**src/rtl/led_blink_scheduler.sv**
```systemverilog
// LED bank pattern sequencer with prescaled step tick.
// Start/stop and mode changes go through a small IDLE/RUN/SWITCH FSM.
module led_blink_scheduler #(
  parameter int TICK_DIV = 25000000,
  parameter int N_LED    = 16
) (
  input  logic             clk,
  input  logic             rst,
  input  logic             run,
  input  logic [1:0]       mode_sel,
  input  logic             mode_req,
  output logic             mode_ack,
  output logic [N_LED-1:0] led,
  output logic             tick,
  output logic             busy
);

  localparam int PW = (TICK_DIV > 1) ? $clog2(TICK_DIV) : 1;
  localparam logic [PW-1:0] LAST = PW'(TICK_DIV - 1);

  localparam logic [1:0] IDLE   = 2'd0;
  localparam logic [1:0] RUN    = 2'd1;
  localparam logic [1:0] SWITCH = 2'd2;

  localparam logic [1:0] M_ALL    = 2'd0;
  localparam logic [1:0] M_CHASE  = 2'd1;
  localparam logic [1:0] M_BOUNCE = 2'd2;
  localparam logic [1:0] M_COUNT  = 2'd3;

  logic [1:0]       state;
  logic [1:0]       mode;
  logic [1:0]       mode_nx;
  logic [PW-1:0]    presc;
  logic             dir_right;
  logic             step_dir;
  logic [N_LED-1:0] init_led;
  logic [N_LED-1:0] step_led;

  // A request at the same edge as a RUN entry must start the new pattern.
  assign mode_nx = mode_req ? mode_sel : mode;
  assign busy    = (state != IDLE);
  assign tick    = (state == RUN) && (presc == LAST);

  // Initial LED value of the pattern about to start.
  always_comb begin
    init_led = '0;
    case (mode_nx)
      M_CHASE:  init_led = N_LED'(1);
      M_BOUNCE: init_led = N_LED'(1);
      default:  init_led = '0;
    endcase
  end

  // Next LED value and bounce direction for one pattern step.
  always_comb begin
    step_led = led;
    step_dir = dir_right;
    case (mode)
      M_ALL:   step_led = ~led;
      M_CHASE: step_led = {led[N_LED-2:0], led[N_LED-1]};
      M_BOUNCE: begin
        if (!dir_right) begin
          step_led = led << 1;
          if (step_led[N_LED-1]) step_dir = 1'b1;
        end else begin
          step_led = led >> 1;
          if (step_led[0]) step_dir = 1'b0;
        end
      end
      M_COUNT: step_led = led + N_LED'(1);
      default: step_led = led;
    endcase
  end

  // Mode register and acknowledge pulse, independent of FSM state.
  always_ff @(posedge clk) begin
    if (rst) begin
      mode     <= M_ALL;
      mode_ack <= 1'b0;
    end else begin
      mode_ack <= mode_req;
      if (mode_req) mode <= mode_sel;
    end
  end

  // FSM, prescaler and LED register.
  always_ff @(posedge clk) begin
    if (rst) begin
      state     <= IDLE;
      presc     <= '0;
      led       <= '0;
      dir_right <= 1'b0;
    end else begin
      case (state)
        IDLE: begin
          presc <= '0;
          led   <= '0;
          if (run) begin
            state     <= RUN;
            led       <= init_led;
            dir_right <= 1'b0;
          end
        end
        RUN: begin
          if (!run) begin
            state <= IDLE;
            presc <= '0;
            led   <= '0;
          end else if (mode_req) begin
            state <= SWITCH;
            presc <= '0;
            led   <= '0;
          end else begin
            presc <= tick ? '0 : presc + PW'(1);
            if (tick) begin
              led       <= step_led;
              dir_right <= step_dir;
            end
          end
        end
        SWITCH: begin
          presc <= '0;
          led   <= '0;
          if (!run) begin
            state <= IDLE;
          end else if (mode_req) begin
            state <= SWITCH;
          end else begin
            state     <= RUN;
            led       <= init_led;
            dir_right <= 1'b0;
          end
        end
        default: begin
          state <= IDLE;
          presc <= '0;
          led   <= '0;
        end
      endcase
    end
  end

endmodule
```
**config.mk**
```make
export PLATFORM = sky130hd
export DESIGN_NAME = led_blink_scheduler
export DESIGN_NICKNAME = d
export VERILOG_FILES = /design/src/rtl/led_blink_scheduler.sv
export SDC_FILE = /design/constraint.sdc
export NUM_CORES = 1
export LEC_CHECK = 0
export BUFFER_PORTS_ARGS = -buffer_cell sky130_fd_sc_hd__clkbuf_2
export CELL_PAD_IN_SITES_DETAIL_PLACEMENT = 0
export CELL_PAD_IN_SITES_GLOBAL_PLACEMENT = 2
export CORE_UTILIZATION = 38
export DETAILED_ROUTE_END_ITERATION = 8
export GPL_TIMING_DRIVEN = 0
export PLACE_DENSITY = 0.84
export SLEW_MARGIN = 40
export SYNTH_ARGS = -nofsm -noshare
export SYNTH_HDL_FRONTEND = slang
export SYNTH_SLANG_ARGS = --single-unit
```
**constraint.sdc**
```tcl
create_clock -name clk -period 3.8 [get_ports clk]
set_input_delay 0 -clock clk [delete_from_list [all_inputs] [get_ports clk]]
set_output_delay 0 -clock clk [all_outputs]
set_load 0.02 [all_outputs]
```
# Yosys cells after proc, flatten, opt, wreduce, memory -nomap -nowiden
# Cells that the tools add are included.
word_totals:
  in_bits: 6
  reg_bits: 47
classes:
  reduce_logical: 9
  n_mux: 28
  eq_ne: 17
  n_addsub: 2
  bitwise_logic: 3
op_table:
  columns: ["cell", "count"]
  rows:
  - ["$mux W16", 4]
  - ["$pmux W16 S4", 1]
  - ["$pmux W16 S3", 1]
  - ["$add A25 B1 Y25 const B", 1]
  - ["$eq A25 B25 Y1 const B", 1]
  - ["$add A16 B1 Y16 const B", 1]
  - ["$not A16 Y16", 1]
  - ["$mux W1", 14]
  - ["$mux W2", 6]
  - ["$ne A2 B2 Y1 const B", 6]
  - ["$eq A2 B2 Y1 const B", 4]
  - ["$reduce_and A8 Y1", 1]
  - ["$eq A2 B1 Y1 const B", 3]
  - ["$pmux W2 S3", 1]
  - ["$reduce_or A5 Y1", 1]
  - ["$logic_not A2 Y1", 2]
  - ["$ne A4 B4 Y1 const B", 1]
  - ["$ne A3 B3 Y1 const B", 1]
  - ["$pmux W1 S3", 1]
  - ["$reduce_bool A3 Y1", 1]
  - ["$ne A2 B1 Y1 const B", 1]
  - ["$not A1 Y1", 2]
  - ["$reduce_and A2 Y1", 1]
  - ["$reduce_bool A2 Y1", 1]
  - ["other kinds (2)", 2]

# Logic depth before layout (Yosys ltp)
depth:
  depth_word: 7
  mapped_depth: 7
  mapped_depth_nobuf: 6

# Least setup slack after synthesis
# OpenSTA, ideal clock, no wires.
synth_path:
  kind: "reg2reg"
  startpoint: "register presc[0]"
  endpoint: "register dir_right"
  arrival_ps: 1981
  path_slack_ps: 1730
  stages_incl_launch_ff: 7
  path_cell_list: "dfxtp_1 > ha_1 > nand2_1 > or4_4 > or4b_4 > and2_4 > o32ai_2"
synth_via:
  elab_chain_cells: 4
synth_lines:
  columns: ["item", "line_no", "text"]
  rows:
  - ["start: declaration", "33", "logic [PW-1:0] presc;"]
  - ["start signal: assignment", "114", "presc <= tick ? '0 : presc + PW'(1);"]
  - ["$eq A25 B25 Y1", "42", "assign tick = (state == RUN) && (presc == LAST);"]
  - ["$logic_and A1 B1 Y1", "42", null]
  - ["$ne A2 B2 Y1 (no line)", null, null]
  - ["$reduce_and A8 Y1 (no line)", null, null]
  - ["end signal: assignment", "117", "dir_right <= step_dir;"]
  - ["end: declaration", "34", "logic dir_right;"]
# Every way passes these cells.
# A chain may end at the register's enable or synchronous reset.

# Worst setup path after layout
layout_path:
  startpoint: "register presc[6]"
  endpoint: "register presc[19]"
layout_via:
  elab_chain_cells: 3
layout_lines:
  columns: ["item"]
  rows:
  - ["parallel branches: the longest is 3 deep, another holds $add A25 B1 Y25"]
# Parallel ways; which one is timed is not known.

==> results.md <==
* Status: finished, final reports clean
* Starting density of the core at 0.395
* # diodes at 0
* Post-synth EDFFs at 0
* Switching portion of total power at 0.255
* Mapped Nets at 380
* Port-buffer cells at 24
* Worst hold path type: input pin to flop
* Global route overflow at 0
* Share of async-settable or async-resettable flops after synthesis at 0
* Maximum fanout along the worst path at 10
* P_int at just under 700 uW
* Vias per inst at 5.47
* Setup CP Type: flop to flop
* Footprint of the multi-input gates at around 1700 sq um
* First-pass GRT wire length at 13200 um
* DRC violation count after routing at 0
* Crit path launch: presc[6]
* Max Cap Violations at 0
* Final Cycle Share at 0.654
* Worst rel slew slack at 0.480
* RSZ-0062 raised after global routing: false
* Sink Count at 47
* Fill count at 811
* Vias in the first global route at 2624
* Total Die Area at 7930 sq um
* Gr usage total at 0.217
* Hold Startpoint: run
* Synth Register Bits at 47
* Sequential Power Share at 0.547
* CTS Buffer Depth at 2
* Drt wl/cell at around 16 um
* H-tree levels at 2
* Register area at roughly 940 sq um
* Crit-path slowest cell: nor4b_1
* I/O pin count at 25
* Fmax at a little over 0.4 GHz
* Area Growth Syn to Fin at 13.4%
* Largest net degree at the start of global routing at 15
* Sequential area share after synthesis at 0.327
* Final Hold Fails at 0
* Final setup fails at 0
* Comb pwr share at 0.099
* Switch Pwr at 233 uW
* CTS tree: built
* Total power at 913 uW
* Leakage power at 1.07 nW
* Most used cell, CP: buf_2
* Tightest Pin Transition at 0.777 ns
* Peak VDD IR at 0.000140 V
* # Post-CTS Setup Buffers at 0
* Setup TNS at 0 ns
* Top FF cell, synth: dfxtp_1
* HPWL Detailed at 5700 um
* Crit path DAT at 2.68 ns
* Mean area per synthesized cell at 7.74 sq um
* Initial antenna violation count at 0
* Detailed router's first-iteration violation count at around 130
* Part of the power in the clock network at 0.355
* Skew-Pair Late Insertion Delay at 0.30 ns
* Worst Setup End Kind: flop
* Core area at approximately 7300 sq um
* Die height at 89.0 um
* Worst EP required at 3.99 ns
* Num CTS Buffers at 5
* Vias at about 2800
* Yosys warnings at 0
* Root Driver: clkbuf_8
* Drt first pass iters at 5
* Fin crit period at around 2.5 ns
* Detail Route Antenna Nets at 0
* Reg clk slew, reported paths at 0.09 ns
* Nets at 416
* FP Rows at 31
* Largest stage delay, worst path at 0.51 ns
* Startpoint Class: flop
* R2R Path Start: presc[6]
* Worst path cell trace: nor4b_1, nand4_1, o21ai_0, buf_2, buf_2, nor2_1
* Post-Syn Instances at 372
* Cell Area, Synth at 2880 sq um
* Placer Congestion at between 0.8 and 0.9
* Max-slew violation count at 0
* Yosys cell types at 59
* WL final at 8110 um
* Power per Cell Area at about 280 nW/um^2
* Die span in x at 89.0 um
* Worst clock skew at 0.00909 ns
* Layout Utilization at 0.448
* Layout cells sized above 1 at 0.132
## Yosys cell counts (3+ instances only)
master	instances	area share
nand3_1	15	0.026
o21ai_0	17	0.030
nor2_1	46	0.060
dfxtp_1	47	0.33
a31oi_1	4	0.0087
and4_1	3	0.0091
nor3_1	10	0.017
and3_1	10	0.022
o32a_1	4	0.014
o22ai_1	3	0.0065
a21oi_1	34	0.059
a2bb2oi_1	3	0.0091
clkbuf_1	13	0.017
inv_1	14	0.018
or2_2	3	0.0065
and2_1	3	0.0065
or3_1	3	0.0065
nor4_1	3	0.0065
nand2_1	37	0.048
buf_2	3	0.0052
o31ai_1	3	0.0078
nor2b_1	3	0.0065
nand4_1	10	0.022
nand2b_1	5	0.011
xor2_1	13	0.040
xnor2_1	15	0.046
## final cells by class
class / instances / area share
Clock buffer: 6 / 0.0253
Tap cell: 99 / 0.0379
Buffer: 22 / 0.0471
Multi-Input combinational cell: 289 / 0.530
Timing Repair Buffer: 29 / 0.0521
Sequential cell: 47 / 0.288
Inverter: 14 / 0.0161
Clock inverter: 1 / 0.00268
## power by group through the flow
| stage | combinational [mW] | sequential, mW | clock, mW |
|---|---|---|---|
| floorplan | 0.0598 | 0.512 | 0 |
| global placement | 0.0853 | 0.510 | 0 |
| detailed placement | 0.0848 | 0.511 | 0 |
| CTS | 0.0893 | 0.499 | 0.340 |
| global route | 0.0985 | 0.500 | 0.354 |
| finish | 0.0901 | 0.499 | 0.324 |
## what timing repair did
action,in CTS,in global routing
hold endpoints to repair,3,0
resized for setup,0,0
endpoints found under the setup margin,0,0
hold buffers,5,0
## path summary, 6_finish.rpt
| kind | slack [ns] | depth (start not counted) | endpoint |
|---|---|---|---|
| hold / removal | 0.05 | 4 | dir_right |
| hold reg to reg | 0.48 | 1 | presc[0] |
| setup reg to reg | 1.32 | 6 | presc[19] |
| setup / recovery | 1.32 | 6 | presc[19] |
## registers in the layout, summed over array words and instances, names as in the netlist
signal     cells
presc         25
led           16
mode           2
state          2
dir_right      1
mode_ack       1
## stage by stage
step | instance area (sq um) | setup slack [ns] | hold WS, ns | std cells
finish | 3260 | 1.32 | 0.0524 | 507
floorplan | 2880 | 1.73 | 0.0716 | 372
CTS | 3260 | 1.28 | 0.0350 | 507
detailed placement | 3120 | 1.31 | 0.284 | 495
global placement | 3120 | 1.30 | 0.271 | 495
global route | 3260 | 1.03 | 0.0584 | 507
## cells by family (layout without fill, tap and decap cells)
family | after synthesis | in the layout | synth area share
adders and majority gates | 2 | 2 | 0.00869
muxes | 3 | 3 | 0.0109
buffers and inverters | 36 | 72 | 0.0717
AOI/OAI and AO/OA | 87 | 87 | 0.191
and+or+nand+nor | 169 | 169 | 0.306
xor gates and xnor gates | 28 | 28 | 0.0852
DFF | 47 | 47 | 0.327
## placed cells by master, fill, tap and decap left out, types with 4 or more instances in the layout
| cell type | instances |
|---|---|
| nand2_1 | 37 |
| a31oi_1 | 4 |
| a21oi_1 | 34 |
| dlygate4sd3_1 | 5 |
| o32a_1 | 4 |
| xor2_1 | 13 |
| nand4_1 | 10 |
| inv_1 | 14 |
| clkbuf_2 | 24 |
| xnor2_1 | 15 |
| nand3_1 | 15 |
| nor3_1 | 10 |
| and3_1 | 10 |
| dfxtp_1 | 47 |
| nand2b_1 | 5 |
| clkbuf_1 | 13 |
| clkbuf_8 | 8 |
| nor2_1 | 46 |
| o21ai_0 | 17 |
## worst max-delay path, delay by kind of cell, from the launching register on
| kind | cells | cell delay, ns |
|---|---|---|
| and+or+nand+nor | 3 | 0.86 |
| buffers and inverters | 2 | 0.66 |
| AOI/OAI and AO/OA | 1 | 0.50 |
| DFF | 1 | 0.35 |
## layer usage
layer | share of wire | GRT usage
met1 | 0.49 | 0.299
met2 | 0.46 | 0.350
met3 | 0.045 | 0.0406
met4 | 0.0033 | 0.0563
met5 | 0 | 0
Note: power is estimated with default switching activity, not from simulation.
